File: src/rtl/reset_sequencer.sv
// Staged reset generator for the pclk domain: merges rst, PLL lock and pushbutton, holds, then releases outputs in order.
// Optional macro BTN_DEBOUNCE_EN adds a registered debounce filter on the pushbutton request.
module reset_sequencer #(
    parameter int NUM_OUT         = 3,
    parameter int SYNC_STAGES     = 2,
    parameter int HOLD_CYCLES     = 16,
    parameter int STAGE_GAP       = 8,
    parameter int CNT_W           = 8,
    parameter int DEBOUNCE_CYCLES = 1000
) (
    input  logic               pclk,
    input  logic               rst,
    input  logic               locked,
    input  logic               btn_rst,
    output logic [NUM_OUT-1:0] rst_out,
    output logic               rst_done,
    output logic [1:0]         seq_state
);

    localparam int IDX_W = (NUM_OUT > 1) ? $clog2(NUM_OUT) : 1;
    localparam bit MULTI = (NUM_OUT > 1);
    localparam logic [NUM_OUT-1:0] ALL_ONES  = {NUM_OUT{1'b1}};
    localparam logic [NUM_OUT-1:0] ONE       = NUM_OUT'(1'b1);
    localparam logic [CNT_W-1:0]   HOLD_LAST = CNT_W'(HOLD_CYCLES - 1);
    localparam logic [CNT_W-1:0]   GAP_LAST  = CNT_W'(STAGE_GAP - 1);
    localparam logic [IDX_W-1:0]   LAST_IDX  = IDX_W'(NUM_OUT - 1);

    if (NUM_OUT < 1 || NUM_OUT > 8 || SYNC_STAGES < 2 || HOLD_CYCLES < 1 || STAGE_GAP < 1 ||
        DEBOUNCE_CYCLES < 1 || DEBOUNCE_CYCLES > 65535) begin : g_bad_params
        $error("reset_sequencer: parameter out of range");
    end

    typedef enum logic [1:0] {
        ST_ASSERT  = 2'd0,
        ST_RELEASE = 2'd1,
        ST_RUN     = 2'd2
    } state_t;

    logic [SYNC_STAGES-1:0] locked_sync_r;
    logic [SYNC_STAGES-1:0] btn_sync_r;
    logic                   locked_s;
    logic                   btn_s;
    logic                   btn_req;
    logic                   src_ok;

    state_t             state_r, state_n;
    logic [CNT_W-1:0]   cnt_r, cnt_n;
    logic [IDX_W-1:0]   stage_r, stage_n;
    logic [NUM_OUT-1:0] rst_out_r, rst_out_n;
    logic               rst_done_r, rst_done_n;

    // Two-flop (or deeper) synchronisers for the asynchronous lock and button inputs
    always_ff @(posedge pclk or posedge rst) begin
        if (rst) begin
            locked_sync_r <= '0;
            btn_sync_r    <= '0;
        end else begin
            locked_sync_r <= {locked_sync_r[SYNC_STAGES-2:0], locked};
            btn_sync_r    <= {btn_sync_r[SYNC_STAGES-2:0], btn_rst};
        end
    end

    assign locked_s = locked_sync_r[SYNC_STAGES-1];
    assign btn_s    = btn_sync_r[SYNC_STAGES-1];

`ifdef BTN_DEBOUNCE_EN
    localparam logic [15:0] DEB_LAST = 16'(DEBOUNCE_CYCLES - 1);
    logic        btn_req_r;
    logic [15:0] deb_cnt_r;

    // Debounce: btn_req follows btn_s only after it differs for DEBOUNCE_CYCLES consecutive edges
    always_ff @(posedge pclk or posedge rst) begin
        if (rst) begin
            btn_req_r <= 1'b0;
            deb_cnt_r <= 16'd0;
        end else if (btn_s == btn_req_r) begin
            deb_cnt_r <= 16'd0;
        end else if (deb_cnt_r == DEB_LAST) begin
            btn_req_r <= btn_s;
            deb_cnt_r <= 16'd0;
        end else begin
            deb_cnt_r <= deb_cnt_r + 16'd1;
        end
    end

    assign btn_req = btn_req_r;
`else
    assign btn_req = btn_s;
`endif

    assign src_ok = locked_s & ~btn_req;

    // Sequencer state, counters and registered reset outputs
    always_ff @(posedge pclk or posedge rst) begin
        if (rst) begin
            state_r    <= ST_ASSERT;
            cnt_r      <= '0;
            stage_r    <= '0;
            rst_out_r  <= ALL_ONES;
            rst_done_r <= 1'b0;
        end else begin
            state_r    <= state_n;
            cnt_r      <= cnt_n;
            stage_r    <= stage_n;
            rst_out_r  <= rst_out_n;
            rst_done_r <= rst_done_n;
        end
    end

    // Next-state logic; any loss of src_ok collapses straight back to full assertion
    always_comb begin
        state_n    = state_r;
        cnt_n      = cnt_r;
        stage_n    = stage_r;
        rst_out_n  = rst_out_r;
        rst_done_n = rst_done_r;
        case (state_r)
            ST_ASSERT: begin
                rst_out_n  = ALL_ONES;
                rst_done_n = 1'b0;
                stage_n    = '0;
                if (!src_ok) begin
                    cnt_n = '0;
                end else if (cnt_r == HOLD_LAST) begin
                    cnt_n     = '0;
                    rst_out_n = ALL_ONES & ~ONE;
                    if (MULTI) begin
                        state_n = ST_RELEASE;
                        stage_n = IDX_W'(1'b1);
                    end else begin
                        state_n    = ST_RUN;
                        rst_done_n = 1'b1;
                    end
                end else begin
                    cnt_n = cnt_r + CNT_W'(1'b1);
                end
            end
            ST_RELEASE: begin
                if (!src_ok) begin
                    state_n    = ST_ASSERT;
                    cnt_n      = '0;
                    stage_n    = '0;
                    rst_out_n  = ALL_ONES;
                    rst_done_n = 1'b0;
                end else if (cnt_r == GAP_LAST) begin
                    cnt_n     = '0;
                    rst_out_n = rst_out_r & ~(ONE << stage_r);
                    if (stage_r == LAST_IDX) begin
                        state_n    = ST_RUN;
                        rst_done_n = 1'b1;
                    end else begin
                        stage_n = stage_r + IDX_W'(1'b1);
                    end
                end else begin
                    cnt_n = cnt_r + CNT_W'(1'b1);
                end
            end
            ST_RUN: begin
                if (!src_ok) begin
                    state_n    = ST_ASSERT;
                    cnt_n      = '0;
                    stage_n    = '0;
                    rst_out_n  = ALL_ONES;
                    rst_done_n = 1'b0;
                end else begin
                    cnt_n = '0;
                end
            end
            default: begin
                state_n    = ST_ASSERT;
                cnt_n      = '0;
                stage_n    = '0;
                rst_out_n  = ALL_ONES;
                rst_done_n = 1'b0;
            end
        endcase
    end

    assign rst_out   = rst_out_r;
    assign rst_done  = rst_done_r;
    assign seq_state = state_r;

endmodule

File: config.mk
export PLATFORM = sky130hd
export DESIGN_NAME = reset_sequencer
export DESIGN_NICKNAME = d
export VERILOG_FILES = /design/src/rtl/reset_sequencer.sv
export SDC_FILE = /design/constraint.sdc
export NUM_CORES = 1
export LEC_CHECK = 0
export ABC_AREA = 1
export BUFFER_PORTS_ARGS = -buffer_cell sky130_fd_sc_hd__clkbuf_2
export CAP_MARGIN = 5
export CORE_UTILIZATION = 55
export CTS_BUF_LIST = sky130_fd_sc_hd__clkbuf_4 sky130_fd_sc_hd__clkbuf_8 sky130_fd_sc_hd__clkbuf_16
export DETAILED_ROUTE_END_ITERATION = 16
export PLACE_DENSITY = 0.75
export SLEW_MARGIN = 20
export SYNTH_ARGS = -nofsm -noshare
export SYNTH_HDL_FRONTEND = slang
export SYNTH_SLANG_ARGS = --single-unit
export TNS_END_PERCENT = 50
File: constraint.sdc
create_clock -name pclk -period 1.4 [get_ports pclk]
set_input_delay 0.14 -clock pclk [delete_from_list [all_inputs] [get_ports pclk]]
set_output_delay 0.14 -clock pclk [all_outputs]
set_load 0.005 [all_outputs]
==> out/metrics.yaml <==
status:
  status: "complete, but fails checks"
  violations: "DRC"
yosys:
  synth_edf_count: 0
  syn_area_per_cell_sq_um: 8.747
  synth-seq-cells: 20
  synth_area_sq_um: 962.2
  synth-async-reset-ratio_pct: 100.0
  ys.flop_type: "dfrtp_1"
  syn-num-nets: 118
  ys_types: 20
  synth.yosys.seq_area_share_pct: 52.41
  ys_warn_count: 0
  netlist_instances: 110
timing:
  setup_tns_ns: 0
  rsz0062_at_grt: "true"
  final_hold_viol_count: 0
  slew-limit-headroom_pct: 76.79
  tightest_slew_ns: 0.3463
  clock-skew-final_ns: 0.001476
  fmax_mhz: 718.6
  finalCritPeriodShare_pct: 99.40
  period_needed_ns: 1.392
  slew_violations: 0
  finalSetupViolCount: 0
global_route:
  grt_max_degree: 21
  grt_pass1_vias: 708
  track_usage_pct: 20.81
  antenna_found_initial: 0
  gr-total-overflow: 0
  grt_pass1_wl_um: 2904
finish:
  final_common_cell: "nand2_1"
  final_layout_size_suffix_gt1_share_pct: 29.41
  finish.utilization_pct: 75.87
  syn_to_final_growth_pct: 24.32
  stdcell_area_sq_um: 1196
  fin_nets: 145
  antenna_cells: 0
  layout_common_cells: "nand2_1 (25), dfrtp_1 (17), nor2_1 (16), inv_1 (15), buf_4 (10)"
pwr:
  internal_power_mw: 0.7828
  comb_power_share_pct: 7.7
  power_density_nw_per_um2: 838.1
  clockPowerShare_pct: 32.3
  p_sw_mw: 0.2197
  peakVddDrop_mv: 0.7621
  leakagePower_nw: 0.6380
  power_switching_share_pct: 21.91
  seqPwrFrac_pct: 59.9
worst_setup_path:
  critPathCaptureType: "flop"
  start_kind: "flop"
  path_class: "reg2reg"
  critPathMaxFanout: 8
  reg2reg_slack_ns: 0.008
  cp.arrival_ns: 1.59
  cp.required_ns: 1.59
floorplan:
  die_w_um: 43.83
  dieHeight_um: 43.83
  std_cell_rows: 14
  initial_core_util_pct: 61.03
  die-area_sq_um: 1921
  io_pins: 10
  core_sq_um: 1577
detailed_routing:
  vias: 800
  wire_per_inst_um: 12.11
  drc: 1
  dr.pass1.iters: 10
  wl_um: 1840
  drt_iter0_drc: 23
  ant_nets: 0
  vias_per_cell: 5.263
clocking:
  insertion_delay_ns: 0.29
  clockBufferDepth: 2
  cts_tree: "yes"
  numClockSinks: 20
  clkTransAtPathRegs_ns: 0.10
  clockRootBuffer: "clkbuf_4"
  numCtsBuffers: 3
  h-tree-depth: 1
placed_design:
  place_hpwl_um: 1202
  port_buffers: 9
  gp_congestion: 0.8458
  placed_area_sq_um: 1042
worst_hold_path:
  holdCritPathClass: "reg2reg"
flow_run:
  cap_viol_max_count: 0
==> per-stage QoR <==
step                      power (mW)  std cells  hold WS [ns]  setup WS [ns]
after floorplan               0.6443        110        0.1016         0.1488
after global placement        0.6621        137        0.1537        0.03559
after detailed placement      0.6645        137        0.1690       -0.01390
after CTS                      1.002        146        0.3703       0.002364
after global routing           1.049        152        0.3787       -0.08200
final                          1.002        152        0.3675       0.008356
==> path summary, 6_finish.rpt <==
| check | start | to | cells past startpoint |
|---|---|---|---|
| min reg2reg | locked_sync_r[0] | locked_sync_r[1] | 0 |
| max | cnt_r[0] | stage_r[0] | 8 |
| max in group asynchronous | rst | rst_out[0] | 4 |
| max reg2reg | cnt_r[0] | stage_r[0] | 8 |
| min | locked_sync_r[0] | locked_sync_r[1] | 0 |
| min in group asynchronous | rst | btn_sync_r[0] | 4 |
==> layout make-up <==
type                            instances  area (sq um)
Timing Repair Buffer                   22         150.1
Sequential cell                        20         504.2
Fill cell                             112         380.4
Multi-Input combinational cell         74         425.4
Tap cell                               16         20.02
Inverter                               16         60.06
Clock buffer                            4         36.28
==> cell usage after synthesis (2+ instances only) <==
| cell | instances | area [sq um] |
|---|---|---|
| nor2_2 | 2 | 12.51 |
| nand3_1 | 7 | 35.03 |
| dfstp_2 | 3 | 78.83 |
| nand2_2 | 2 | 12.51 |
| xor2_1 | 3 | 26.28 |
| nand2_1 | 25 | 93.84 |
| nand4_1 | 2 | 12.51 |
| xnor2_1 | 2 | 17.52 |
| dfrtp_1 | 17 | 425.4 |
| inv_1 | 16 | 60.06 |
| ha_1 | 4 | 50.05 |
| a21oi_1 | 2 | 10.01 |
| nor2_1 | 18 | 67.56 |
==> routing by layer <==
layer	part of all wire, %	GRT usage [%]	up-vias	wire length (um)
met2	48	34.33	24	879
met3	3.6	3.750	4	66
met1	47	27.47	379	871
li1	-	-	393	-
met4	1.2	7.500	0	22
met5	0	0	-	0
==> power by group through the flow <==
stage               Sequential [mW]  Combinational, mW  Clock (mW)
CTS                           0.599             0.0678       0.335
global route                  0.602             0.0870       0.360
floorplan                     0.608             0.0362           0
detailed placement            0.610             0.0543           0
finish                        0.601             0.0777       0.324
global placement              0.609             0.0530           0
==> flip-flops by register name, indices dropped and copies added (netlist names) <==
signal,cells
locked_sync_r,2
cnt_r,8
stage_r,2
btn_sync_r,2
rst_done,1
seq_state,2
rst_out,3
==> cell families after synthesis <==
logic type | share of synthesized area, %
buffers and inverters | 6.242
flip-flops | 52.41
adder cells (fa/ha/maj) | 5.202
XOR/XNOR | 4.552
AND/OR/NAND/NOR | 28.35
AO/OA/AOI/OAI | 3.251
==> repair_timing <==
| action | CTS | global route |
|---|---|---|
| pin swaps | 1 | 6 |
| hold buffers | 3 | 0 |
| endpoints found under the hold margin | 19 | 0 |
| setup buffers | 2 | 6 |
| setup endpoints to repair | 6 | 14 |
| resized for setup | 0 | 7 |
==> critical path, cell delays in order (launching register included) <==
cell and delay, ns:
dfrtp_1 0.41, ha_4 0.17, nand3_1 0.10, nor2_2 0.12
nor2_2 0.08, nor2_4 0.21, nand2_2 0.08, nand2_1 0.06
nand2_1 0.05
(Power assumes the default switching activity.)
